## src/rtl/ch_pkg.sv

```systemverilog
// Shared types for the RH20 channel cycle scheduler.
// Requester index order doubles as the fixed priority order (MB highest).
package ch_pkg;

    localparam int NUM_REQ = 5;

    typedef enum logic [2:0] {
        IDLE = 3'd0,
        T0   = 3'd1,
        T1   = 3'd2,
        T2   = 3'd3,
        T3   = 3'd4
    } cyc_state_t;

    typedef enum logic [2:0] {
        MB    = 3'd0,
        RAM   = 3'd1,
        CBUS  = 3'd2,
        CONTR = 3'd3,
        ACT   = 3'd4
    } req_idx_t;

endpackage

```

## src/rtl/ch_cyc_arb.sv

```systemverilog
// Combinational requester pick for the channel cycle scheduler.
// One-hot grant, bit index = req_idx_t value.
// With CH_CYC_RR_EN defined, MB stays absolute; RAM..ACT rotate from ptr.
module ch_cyc_arb
    import ch_pkg::*;
(
    input  logic [NUM_REQ-1:0] req,
`ifdef CH_CYC_RR_EN
    input  logic [2:0]         ptr,
`endif
    output logic [NUM_REQ-1:0] gnt
);

`ifdef CH_CYC_RR_EN
    logic [1:0] base;
    logic [1:0] off;
    logic [2:0] idx;

    // MB first; otherwise scan the four rotating requesters starting at ptr
    always_comb begin
        gnt  = '0;
        base = (ptr == MB) ? 2'd0 : 2'(ptr - 3'd1);
        off  = 2'd0;
        idx  = 3'd0;
        if (req[MB]) begin
            gnt[MB] = 1'b1;
        end else begin
            // scan from lowest to highest precedence so the nearest one wins
            for (int k = 3; k >= 0; k--) begin
                off = base + 2'(k);
                idx = {1'b0, off} + 3'd1;
                if (req[idx]) begin
                    gnt      = '0;
                    gnt[idx] = 1'b1;
                end
            end
        end
    end
`else
    // Fixed priority: lowest index wins
    always_comb begin
        gnt = '0;
        for (int i = NUM_REQ - 1; i >= 0; i--) begin
            if (req[i]) begin
                gnt    = '0;
                gnt[i] = 1'b1;
            end
        end
    end
`endif

endmodule

```

## src/rtl/ch_cyc_sched.sv

```systemverilog
// RH20 channel cycle scheduler: arbitrates five requesters for the shared
// control RAM / MB path and sequences each cycle through T0..T3.
// Optional build macro CH_CYC_RR_EN: round-robin among the non-MB requesters.
module ch_cyc_sched
    import ch_pkg::*;
#(
    parameter int TIMEOUT_CYC = 63,
    parameter int T1_WAIT     = 0
) (
    input  logic clk_ch_h,
    input  logic ch_mr_reset_l,
    input  logic ch_mb_req_h,
    input  logic ch_ram_req_h,
    input  logic ch_cbus_req_h,
    input  logic ch_contr_req_h,
    input  logic ch_act_flag_req_h,
    input  logic ch_mem_ack_h,
    input  logic ch_reset_intr_h,
    output logic ch_t0_h,
    output logic ch_t1_h,
    output logic ch_t2_h,
    output logic ch_t3_h,
    output logic crc_mb_cyc_h,
    output logic crc_ram_cyc_h,
    output logic crc_cbus_cyc_h,
    output logic crc_contr_cyc_h,
    output logic crc_act_cyc_h,
    output logic crc_cyc_done_h,
    output logic crc_mb_timeout_h,
    output logic crc_busy_h
);

    localparam int              TW       = $clog2(TIMEOUT_CYC + 1);
    localparam logic [TW-1:0]   TMO_LAST = TW'(TIMEOUT_CYC - 1);
    localparam logic [1:0]      T1W      = 2'(T1_WAIT);

    // phase bit order: [3]=T0 [2]=T1 [1]=T2 [0]=T3
    localparam logic [3:0] PH_NONE = 4'b0000;
    localparam logic [3:0] PH_T0   = 4'b1000;
    localparam logic [3:0] PH_T1   = 4'b0100;
    localparam logic [3:0] PH_T2   = 4'b0010;
    localparam logic [3:0] PH_T3   = 4'b0001;

    cyc_state_t         state;
    logic [3:0]         phase;
    logic [NUM_REQ-1:0] grant;
    logic [NUM_REQ-1:0] req_vec;
    logic [NUM_REQ-1:0] pick;
    logic [1:0]         t1_cnt;
    logic [TW-1:0]      tmo_cnt;
    logic               aborted;
    logic               done;
    logic               timeout;
    logic               any_req;
    logic               arb_en;

    assign req_vec = {ch_act_flag_req_h, ch_contr_req_h, ch_cbus_req_h,
                      ch_ram_req_h, ch_mb_req_h};
    assign any_req = |req_vec;

    // Arbitration happens in IDLE, or in a T3 that was not reached by an abort
    assign arb_en = (state == IDLE) ||
                    ((state == T3) && !aborted && !ch_reset_intr_h);

`ifdef CH_CYC_RR_EN
    logic [2:0] ptr;
    logic [2:0] ptr_nxt;

    // Pointer moves to the entry after the winning non-MB requester
    always_comb begin
        ptr_nxt = ptr;
        if (pick[RAM])   ptr_nxt = CBUS;
        if (pick[CBUS])  ptr_nxt = CONTR;
        if (pick[CONTR]) ptr_nxt = ACT;
        if (pick[ACT])   ptr_nxt = RAM;
    end

    // Round-robin pointer register, updated only when a cycle is granted
    always_ff @(posedge clk_ch_h or negedge ch_mr_reset_l) begin
        if (!ch_mr_reset_l) begin
            ptr <= MB;
        end else if (arb_en && any_req) begin
            ptr <= ptr_nxt;
        end
    end
`endif

    ch_cyc_arb u_arb (
        .req (req_vec),
`ifdef CH_CYC_RR_EN
        .ptr (ptr),
`endif
        .gnt (pick)
    );

    // Cycle FSM with registered phase, grant, done and timeout outputs
    always_ff @(posedge clk_ch_h or negedge ch_mr_reset_l) begin
        if (!ch_mr_reset_l) begin
            state   <= IDLE;
            phase   <= PH_NONE;
            grant   <= '0;
            done    <= 1'b0;
            timeout <= 1'b0;
            aborted <= 1'b0;
            t1_cnt  <= '0;
            tmo_cnt <= '0;
        end else begin
            done <= 1'b0;
            if (ch_reset_intr_h) begin
                timeout <= 1'b0;
            end
            case (state)
                IDLE: begin
                    if (any_req) begin
                        state <= T0;
                        phase <= PH_T0;
                        grant <= pick;
                    end
                end
                T0: begin
                    if (ch_reset_intr_h) begin
                        state   <= T3;
                        phase   <= PH_T3;
                        done    <= 1'b1;
                        aborted <= 1'b1;
                    end else begin
                        state  <= T1;
                        phase  <= PH_T1;
                        t1_cnt <= '0;
                    end
                end
                T1: begin
                    if (ch_reset_intr_h) begin
                        state   <= T3;
                        phase   <= PH_T3;
                        done    <= 1'b1;
                        aborted <= 1'b1;
                    end else if (t1_cnt == T1W) begin
                        state   <= T2;
                        phase   <= PH_T2;
                        tmo_cnt <= '0;
                    end else begin
                        t1_cnt <= t1_cnt + 2'd1;
                    end
                end
                T2: begin
                    // abort beats a coincident memory acknowledge
                    if (ch_reset_intr_h) begin
                        state   <= T3;
                        phase   <= PH_T3;
                        done    <= 1'b1;
                        aborted <= 1'b1;
                    end else if (!grant[MB] || ch_mem_ack_h) begin
                        state <= T3;
                        phase <= PH_T3;
                        done  <= 1'b1;
                    end else if (tmo_cnt == TMO_LAST) begin
                        state   <= T3;
                        phase   <= PH_T3;
                        done    <= 1'b1;
                        timeout <= 1'b1;
                    end else if (tmo_cnt != '1) begin
                        tmo_cnt <= tmo_cnt + 1'b1;
                    end
                end
                T3: begin
                    aborted <= 1'b0;
                    if (arb_en && any_req) begin
                        state <= T0;
                        phase <= PH_T0;
                        grant <= pick;
                    end else begin
                        state <= IDLE;
                        phase <= PH_NONE;
                        grant <= '0;
                    end
                end
                default: begin
                    state <= IDLE;
                    phase <= PH_NONE;
                    grant <= '0;
                end
            endcase
        end
    end

    assign ch_t0_h          = phase[3];
    assign ch_t1_h          = phase[2];
    assign ch_t2_h          = phase[1];
    assign ch_t3_h          = phase[0];
    assign crc_mb_cyc_h     = grant[MB];
    assign crc_ram_cyc_h    = grant[RAM];
    assign crc_cbus_cyc_h   = grant[CBUS];
    assign crc_contr_cyc_h  = grant[CONTR];
    assign crc_act_cyc_h    = grant[ACT];
    assign crc_cyc_done_h   = done;
    assign crc_mb_timeout_h = timeout;
    assign crc_busy_h       = |phase;

endmodule

```

## config.mk

```make
export PLATFORM = sky130hd
export DESIGN_NAME = ch_cyc_sched
export DESIGN_NICKNAME = d
export VERILOG_FILES = /design/src/rtl/ch_pkg.sv /design/src/rtl/ch_cyc_arb.sv /design/src/rtl/ch_cyc_sched.sv
export SDC_FILE = /design/constraint.sdc
export NUM_CORES = 1
export LEC_CHECK = 0
export ABC_AREA = 1
export CORE_ASPECT_RATIO = 2
export CORE_MARGIN = 2
export CORE_UTILIZATION = 45
export DETAILED_ROUTE_END_ITERATION = 10
export DONT_BUFFER_PORTS = 1
export GPL_TIMING_DRIVEN = 0
export SYNTH_ARGS = -nofsm -noshare
export SYNTH_HDL_FRONTEND = slang
export SYNTH_SLANG_ARGS = --single-unit
export TNS_END_PERCENT = 5
```

## constraint.sdc

```tcl
create_clock -name clk_ch_h -period 1.3 [get_ports clk_ch_h]
set_input_delay 0.13 -clock clk_ch_h [delete_from_list [all_inputs] [get_ports clk_ch_h]]
set_output_delay 0.13 -clock clk_ch_h [all_outputs]
set_load 0.005 [all_outputs]
```

==> impl_metrics.yaml <==
place:
  dp_cells: 197
  dp_hpwl_mm: 2.11
  gp_congestion: 0.812
  dp_slack_ns: -0.141
  port-buffer-count: 0
floorplanning:
  die_w_um: 41.4
  start_util: 0.465
  fp.dieH_um: 78.8
  core_area_um2: 2700
  dieArea_um2: 3260
  row_count: 27
  io_pins: 21
synthesis:
  synthTopCellsByArea: "dfrtp_1 44%, nand2_1 16%, nand3_1 7.6%"
  synth_area_um2: 1260
  ys_types: 22
  synth-edff-count: 0
  yosys.area.top_type: "dfrtp_1"
  synth_top_area_frac: 0.438
  synth_ff_type: "dfrtp_1"
  yosysSeqAreaShare: 0.438
  synth_cells: 168
  ys_ff_latch: 22
  syn_avg_cell_area_um2: 7.48
  yosys_warnings: 0
  synth-async-reset-ratio: 1.00
  synth_fp_nets: 180
worst_setup_path:
  startpoint_type: "flip-flop"
  slowest_delay_ns: 0.54
  cp.required_ns: 1.17
  critPathBufInv: 0
  arrival_ns: 1.23
  path_max_fanout: 3
  critPathCaptureType: "primary output"
  critical_path_class: "flip-flop to primary output"
  critPathSlowestCell: "or4_4"
  critical_path.cell_chain: "or4_4"
  cp_top_family: "simple AND/OR/NAND/NOR gates"
sta:
  final.setup.tns_ns: -0.197
  fmax_mhz: 738
  rsz0062_at_grt: "yes"
  worstMarginPinSlew_ns: 1.03
  finalSetupViolCount: 9
  layout_setup_ws_ns: -0.0553
  post-route-min-period_ns: 1.36
  slew_violations: 0
  skew_ns: 0.00125
  hold_ws_ns: 0.00454
  relSlewSlack: 0.310
  fin_crit_sh: 1.04
  hold_viol: 0
cells_and_area:
  layout.nets: 199
  antenna_cells: 0
  area_delta_synth_final_pct: 27.3
  final_common_cell: "nand2_1"
  layout.cells.non_filler: 215
  layout_common_cells: "50 x nand2_1, 18 x nor2_1, 18 x dfrtp_1"
  drive_above_1_share: 0.285
run_status:
  status: "complete, but fails checks"
  violations: "negative setup slack"
route:
  routed_via_density: 5.35
  topRoutingLayerUsed: "met4"
  dr_wl_met3_um: 95
  ant_nets: 0
  wl_mm: 2.98
  wl_met2_mm: 1.78
  post_drt_wl_per_cell_um: 13.9
  first_pass_iters: 4
  drc: 0
  drtIter0Drc: 23
  vias: 1150
  wl_met1_mm: 1.05
pwr:
  leakage_nw: 0.814
  pwr_density_cell_nw_per_um2: 1540
  vdd_drop_max_v: 0.00115
worst_hold_path:
  holdCritPathClass: "primary input to flip-flop"
clocking:
  clk_path_buf_depth: 2
  clk_latency_ns: 0.26
  clk_pin_slew_ns: 0.08
  cts_made_buffers: 3
  root_buffer: "clkbuf_8"
  htree_levels: 1
  cts_tree: "built"
  cts_sinks: 22
global_routing:
  track_usage: 0.208
  grt_first_pass_wirelength_mm: 4.64
  first_global_vias: 1123
  grt_max_degree: 23
  antenna_found_initial: 0
  gr-total-overflow: 0
run:
  cap_violations: 0
-- layer usage --
metal  vias to the layer above  global-route usage
met2                        23               0.383
met3                         4              0.0196
met1                       553               0.212
met5                         -                   0
met4                         0              0.0871
li1                        570                   -
-- metrics by stage --
step	area [µm²]	power, mW	utilization
after floorplan	1260	1.51	-
after global placement	1300	1.66	0.480
after detailed placement	1300	1.68	0.480
after CTS	1520	2.44	0.563
after global routing	1600	2.61	0.592
final	1600	2.46	0.592
-- logic make-up (layout without fill, tap and decap cells) --
family	Yosys count	count (layout)	synth area share
AO/OA/AOI/OAI	4	4	0.0179
XOR/XNOR	3	3	0.0209
adder cells (fa/ha/maj)	3	3	0.0299
buffers and inverters	22	40	0.0657
flip-flops	22	22	0.438
AND/OR/NAND/NOR	114	114	0.428
-- Yosys cell counts, drive strengths merged, types with 2 or more instances --
| cell type | count |
|---|---|
| a21oi | 2 |
| dfrtp | 22 |
| ha | 3 |
| inv | 22 |
| nand2 | 58 |
| nand3 | 22 |
| nand4 | 5 |
| nor2 | 25 |
| nor3 | 2 |
| xor2 | 2 |
-- registers in the layout, indices dropped and copies added, names as in the netlist --
register and flops:
aborted 1, crc_cyc_done_h 1, tmo_cnt 6, phase 4
t1_cnt 2, grant 5, crc_mb_timeout_h 1, state 2
-- worst paths after layout --
path / startpoint / endpoint / slack, ns / cells past startpoint
max: phase[2] / crc_busy_h / -0.06 / 1
min: ch_ram_req_h / grant[1] / 0.005 / 2
max reg2reg: tmo_cnt[0] / tmo_cnt[5] / -0.03 / 9
min reg2reg: t1_cnt[0] / t1_cnt[0] / 0.50 / 2
max in group asynchronous: ch_mr_reset_l / tmo_cnt[0] / 0.50 / 1
min in group asynchronous: ch_mr_reset_l / tmo_cnt[1] / 0.12 / 1
-- power breakdown --
group | switching [mW] | internal, mW | total (mW)
logic | 0.528 | 0.285 | 0.813
registers | 0.173 | 0.826 | 0.999
clock network | 0.236 | 0.412 | 0.648
-- final cells by class --
class	instances	area (µm²)
well taps	29	36.3
clock inverters	1	30.0
fillers	258	1100
inverters	22	82.6
repair buffers	14	113
multi-input cells	124	742
flip-flops and latches	22	556
clock buffers	3	41.3
-- timing repair --
action,in CTS,in global routing
pin swaps,8,12
hold buffers,2,0
endpoints found under the setup margin,18,43
setup buffers,8,4
hold endpoints to repair,23,0
resized for setup,21,12
(Power assumes the default switching activity.)
